$ cat src/rtl/fft_pkg.sv
// fft_pkg: shared state encoding and default widths for the radix-6 pipeline delay stages
package fft_pkg;
  localparam logic [1:0] ST_IDLE  = 2'd0;
  localparam logic [1:0] ST_FILL  = 2'd1;
  localparam logic [1:0] ST_RUN   = 2'd2;
  localparam logic [1:0] ST_DRAIN = 2'd3;
  localparam int W_DEF     = 8;
  localparam int RADIX_DEF = 6;
  typedef enum logic [1:0] {
    S_IDLE  = ST_IDLE,
    S_FILL  = ST_FILL,
    S_RUN   = ST_RUN,
    S_DRAIN = ST_DRAIN
  } state_t;
endpackage

$ cat src/rtl/dly_ram.sv
// dly_ram: DEPTH x W dual-port RAM, synchronous write, asynchronous read
//   clk          write clock
//   we/waddr/wdata  write port
//   raddr/rdata  combinational read port (returns contents before a same-cycle write)
module dly_ram #(
  parameter int W = 8,
  parameter int DEPTH = 8
) (
  input  logic                     clk,
  input  logic                     we,
  input  logic [$clog2(DEPTH)-1:0] waddr,
  input  logic [W-1:0]             wdata,
  input  logic [$clog2(DEPTH)-1:0] raddr,
  output logic [W-1:0]             rdata
);
  logic [W-1:0] mem [DEPTH];
  always_ff @(posedge clk)
    if (we) mem[waddr] <= wdata;
  assign rdata = mem[raddr];
endmodule

$ cat src/rtl/delay_fb_reader.sv
// delay_fb_reader: valid-gated circular delay of DEPTH accepted samples with drain-on-flush
//   clk, rst_n   clock, asynchronous active-low reset
//   a, b         input sample and valid
//   flush        one-cycle request to drain the buffered samples
//   a1, b1       delayed sample and valid (registered)
//   phase        butterfly branch index 0..RADIX-1, advances with every b1
//   busy         high while draining
//   occ          buffer occupancy, present only when DELAY_FB_OCC_EN is defined
module delay_fb_reader import fft_pkg::*; #(
  parameter int W = W_DEF,
  parameter int DEPTH = 8,
  parameter int RADIX = RADIX_DEF
) (
  input  logic                   clk,
  input  logic                   rst_n,
  input  logic [W-1:0]           a,
  input  logic                   b,
  input  logic                   flush,
  output logic [W-1:0]           a1,
  output logic                   b1,
  output logic [2:0]             phase,
  output logic                   busy
`ifdef DELAY_FB_OCC_EN
  , output logic [$clog2(DEPTH):0] occ
`endif
);
  localparam int AW = $clog2(DEPTH);
  localparam logic [AW:0] FULL = (AW+1)'(DEPTH);
  state_t st;
  logic [AW-1:0] wp, rp;
  logic [AW:0] cnt;
  logic [W-1:0] rd;
  logic we;
  logic [2:0] phase_inc;
  assign we = b && st != S_DRAIN;
  assign phase_inc = phase == 3'(RADIX-1) ? 3'd0 : phase + 3'd1;
`ifdef DELAY_FB_OCC_EN
  assign occ = cnt;
`endif
  dly_ram #(.W(W), .DEPTH(DEPTH)) u_ram (
    .clk(clk), .we(we), .waddr(wp), .wdata(a), .raddr(rp), .rdata(rd)
  );
  // In RUN the read of rp sees the old contents while wp==rp is overwritten at the same edge.
  always_ff @(posedge clk or negedge rst_n)
    if (!rst_n) begin
      st <= S_IDLE;
      wp <= '0;
      rp <= '0;
      cnt <= '0;
      a1 <= '0;
      b1 <= 1'b0;
      phase <= 3'd0;
      busy <= 1'b0;
    end else if (st == S_DRAIN) begin
      if (cnt != '0) begin
        a1 <= rd;
        rp <= rp + 1'b1;
        cnt <= cnt - 1'b1;
        b1 <= 1'b1;
        phase <= phase_inc;
      end else begin
        st <= S_IDLE;
        busy <= 1'b0;
        phase <= 3'd0;
        wp <= rp;
        b1 <= 1'b0;
      end
    end else begin
      b1 <= b && st == S_RUN;
      if (b) begin
        wp <= wp + 1'b1;
        if (st == S_RUN) begin
          a1 <= rd;
          rp <= rp + 1'b1;
          phase <= phase_inc;
        end else begin
          cnt <= cnt + 1'b1;
          st <= cnt == FULL - 1'b1 ? S_RUN : S_FILL;
        end
      end
      if (flush && st != S_IDLE) begin
        st <= S_DRAIN;
        busy <= 1'b1;
      end
    end
endmodule

$ cat config.mk
export PLATFORM = sky130hd
export DESIGN_NAME = delay_fb_reader
export DESIGN_NICKNAME = d
export VERILOG_FILES = /design/src/rtl/fft_pkg.sv /design/src/rtl/dly_ram.sv /design/src/rtl/delay_fb_reader.sv
export SDC_FILE = /design/constraint.sdc
export NUM_CORES = 1
export LEC_CHECK = 0
export BUFFER_PORTS_ARGS = -buffer_cell sky130_fd_sc_hd__buf_4
export CORE_AREA = 3 3 81 83
export CTS_CLUSTER_SIZE = 12
export DETAILED_ROUTE_END_ITERATION = 8
export DIE_AREA = 0 0 84 86
export MAX_ROUTING_LAYER = met4
export PLACE_DENSITY = 0.82
export SLEW_MARGIN = 10
export SYNTH_ARGS = -nofsm -noshare
export SYNTH_HDL_FRONTEND = slang
export SYNTH_SLANG_ARGS = --single-unit
$ cat constraint.sdc
create_clock -name clk -period 3.7 [get_ports clk]
set_clock_uncertainty 0.1 [all_clocks]
set_input_delay 0.37 -clock clk [delete_from_list [all_inputs] [get_ports clk]]
set_output_delay 0.37 -clock clk [all_outputs]
set_load 0.02 [all_outputs]
==> impl_results.md <==
- Nets: 248
- Met2 Use GR: 30.6%
- Number of port buffers: 24
- Largest buffer count on any clock path: 2
- DIE AREA: 7220 sq um
- Ranking of synthesized cells by instance count: sky130_fd_sc_hd__edfxtp_1, sky130_fd_sc_hd__dfrtp_1, sky130_fd_sc_hd__mux2_2
- Outcome: complete, no violations
- Max-slew headroom at the worst pin: 32.5%
- Routed WL per cell: 19.8 um
- Top-area cell type share of the netlist area: 51.5%
- Worst path setup slack after routing: between 1 and 1.5 ns
- Share of the core filled with cells: a little over two thirds
- Crit path largest cell delay: slightly above 0.8 ns
- Primary flip-flop cell chosen by synthesis mapping: sky130_fd_sc_hd__edfxtp_1
- Clock tree from TritonCTS: done
- Critical path's top delay family: simple AND/OR/NAND/NOR gates
- Antenna diode count: 0
- First-pass GRT wire length: 9.85 mm
- Core box area: 5920 sq um
- Number of antenna violations at the first check in global routing: 0
- Floorplan row count: 28
- Number of storage elements in the synthesis netlist: between 80 and 90
- Setup TNS: 0 ns
- Multi-input gate area: 1090 sq um
- Detailed Routing Iterations Pass 1: 4
- Maximum number of pins on one net before global-route repair: 26
- Syn_nets: 219
- Post-detailed-placement half-perimeter wirelength: 3.83 mm
- Adder-cell share of the synthesized area: 1.01%
- CTS H-tree lvls: 3
- Via-per-instance ratio: 6.12
- Total congestion overflow: 0
- Post-detailed-placement cell area: 3950 sq um
- Worst supply voltage drop on vdd: 0.000640 V
- Time the final worst path needs with I/O delays and setup: 2.46 ns
- Fmax achieved: a little over 400 MHz
- Transition time at the pin with the least slew margin: 1.01 ns
- Gpl congestion: 0.777
- Worst Path Max Fanout: 15
- Proportion of synthesized area in mux cells: 17.8%
- Synthesized cell area: approximately 3700 sq um
- Synthesized area per cell: 18.3 sq um
- Synthesized-area fraction occupied by ao, oa, aoi and oai cells: 5.00%
- Total chip power: 3.32 mW
- Slew Limit Fails: 0
- Top cell type by total area after synthesis: sky130_fd_sc_hd__edfxtp_1
- IO Count: 25
- Post-CTS clock slew at the launch and capture registers of the worst setup and hold paths: 0.10 ns
- Distinct cells, synth: 40
- Post-placement setup slack: about 1.2 ns
- Cell count after synthesis: 204
- GR Util met3: approximately 3.8%
- Post-synth EDFFs: 64
- Crit path DAT: 2.34 ns
- Setup repair after global routing missed its margin: no
- Worst Setup Path Type: register to register
- Synthesis-to-layout area growth: 11.6%
- Top Usage Layer GRT: met2
- Number of global-route vias before repair: 1918
- Total routing usage reported by global routing: 19.3%
- Most numerous cell in the Yosys netlist: sky130_fd_sc_hd__edfxtp_1
- YS warnings: 0
- TritonCTS buffer count: 9
- Required time of the worst setup path: between 3 and 4 ns
- HP Class: input port to register
- DRT iter0 DRCs: 116
- Met1 demand-to-capacity share in global routing: 23.6%
- Combined flip-flop and latch cell area: 2550 sq um
- Worst-skew pair later-pin latency: about 0.35 ns
- Part of the Yosys area used for sequential elements: about two thirds
- Filler cell count: 378
- Max-Cap Viols: 0
- Xor/xnor cell area share of the yosys netlist: 1.17%
- Vias post-DR: 1916
- Largest family of logic cells by synthesized area: multiplexers
- Area share of and/or/nand/nor cells after synthesis: 4.12%
- Leak Pwr: between 1.5 and 2 nW
- Number of antenna-violating nets in the routed design: 0
- Die Width: 84 um
- Power density over the cells: 798 nW/um^2
- Period Utilization, post-route: 66.6%
- Master of the slowest instance on the critical path: sky130_fd_sc_hd__nor2_1
- Final Routed Wirelength: 6.21 mm
- Post-detailed-route DRC marker count: 0
- Kind of launch point of the worst setup path: register
- Starting density of the core: 63.0%
- Cell breakdown of the critical path: nand2_1 > nand3_1 > nor2_1
- Final Hold Vio Count: 0
- Largest cells by area after synthesis: sky130_fd_sc_hd__edfxtp_1, sky130_fd_sc_hd__dfrtp_1, sky130_fd_sc_hd__mux4_1
- Kind of end point of the critical path: register
- Clock net sink count: 89
- Total non-filler cell area in the finished layout: 4160 sq um
- Async SR Flop Fraction: 28.1%
- Die Y: 86 um
- Number of buffer and inverter instances along the worst setup path: 0
- Fraction of final layout cells with drive strength greater than 1: 30.3%
- Final setup violation count: 0
- Clock root cell: sky130_fd_sc_hd__clkbuf_8
[worst register-to-register path, cell delays in order (launching register included)]
cell	delay (ns)
sky130_fd_sc_hd__dfrtp_1	0.54
sky130_fd_sc_hd__nand2_1	0.38
sky130_fd_sc_hd__nand3_1	0.23
sky130_fd_sc_hd__nor2_1	0.83
[metrics by stage]
stage | instances | hold slack (ns)
after detailed placement | 296 | 0.199
after floorplan | 204 | -0.0256
after global routing | 313 | 0.129
after CTS | 313 | 0.128
final | 313 | 0.145
after global placement | 296 | 0.195
[flip-flops by register name, summed over array words and instances, names as in the netlist]
register   cells
phase          3
rp             3
wp             3
u_ram.mem     64
b1             1
cnt            4
st             2
a1             8
busy           1
[power by group]
part,leakage [nW],internal [mW],switching [mW]
clock,0.102,0.322,0.354
sequential,0.866,1.27,0.267
combinational,0.567,0.657,0.455
[per-layer routing]
| layer | wire length (um) | vias up |
|---|---|---|
| li1 | - | 874 |
| met1 | 2600 | 971 |
| met5 | 0 | - |
| met3 | 215 | 15 |
| met2 | 3220 | 56 |
| met4 | 173 | 0 |
[final cells by class]
cell class                 count  share of cell area (%)
sequential                    89                    61.2
timing repair buffer          28                    5.11
multi-input combinational     99                    26.1
inverter                       6                   0.541
tap                           75                    2.25
clock inverter                 6                    1.77
clock buffer                  10                    3.06
[path summary, 6_finish.rpt]
kind                                                   to  slack, ns              start  depth (start not counted)
worst max-delay path            u_ram.mem[3][4]$_DFFE_PP_       1.24  st[0]$_DFFE_PN0P_                          3
worst min-delay path            u_ram.mem[1][3]$_DFFE_PP_       0.14               a[3]                          1
worst max register to register  u_ram.mem[3][4]$_DFFE_PP_       1.24  st[0]$_DFFE_PN0P_                          3
worst min register to register          a1[0]$_DFFE_PN0P_       0.42  a1[0]$_DFFE_PN0P_                          1
max in group asynchronous               a1[5]$_DFFE_PN0P_       2.88              rst_n                          2
min in group asynchronous               a1[3]$_DFFE_PN0P_       0.36              rst_n                          2
[what timing repair did]
| action | CTS | global route |
|---|---|---|
| hold buffers | 1 | 0 |
| hold endpoints to repair | 25 | 0 |
| resized for setup | 0 | 0 |
| buffers inserted | 0 | 0 |
[placed cells by master (no fill, tap or decap), types with 2 or more instances in the layout]
master	Yosys	routed
sky130_fd_sc_hd__a211oi_1	2	2
sky130_fd_sc_hd__a21oi_1	6	6
sky130_fd_sc_hd__buf_4	1	27
sky130_fd_sc_hd__clkbuf_8	0	9
sky130_fd_sc_hd__clkinv_4	0	2
sky130_fd_sc_hd__dfrtp_1	25	25
sky130_fd_sc_hd__edfxtp_1	64	64
sky130_fd_sc_hd__ha_1	3	3
sky130_fd_sc_hd__inv_1	6	6
sky130_fd_sc_hd__inv_6	0	3
sky130_fd_sc_hd__mux2_2	11	11
sky130_fd_sc_hd__mux2_4	8	8
sky130_fd_sc_hd__mux2i_1	3	3
sky130_fd_sc_hd__mux4_1	8	8
sky130_fd_sc_hd__mux4_2	8	8
sky130_fd_sc_hd__nand2_1	8	8
sky130_fd_sc_hd__nand2b_1	2	2
sky130_fd_sc_hd__nand3_1	2	2
sky130_fd_sc_hd__nand3b_1	3	3
sky130_fd_sc_hd__nand4b_1	2	2
sky130_fd_sc_hd__nor2_1	6	6
sky130_fd_sc_hd__nor3_1	2	2
sky130_fd_sc_hd__o21a_1	2	2
sky130_fd_sc_hd__o21ai_0	3	3
sky130_fd_sc_hd__o221a_2	2	2
sky130_fd_sc_hd__o22a_1	3	3
sky130_fd_sc_hd__xnor2_1	2	2
sky130_fd_sc_hd__xor2_1	3	3
[kinds of logic after synthesis]
kind of cell | after synthesis
buf+inv | 16
xor+xnor | 5
flops | 89
fa+ha+maj | 3
simple gates | 27
compound gates | 26
mux | 38
No activity file was read; power rests on OpenSTA's default activity.
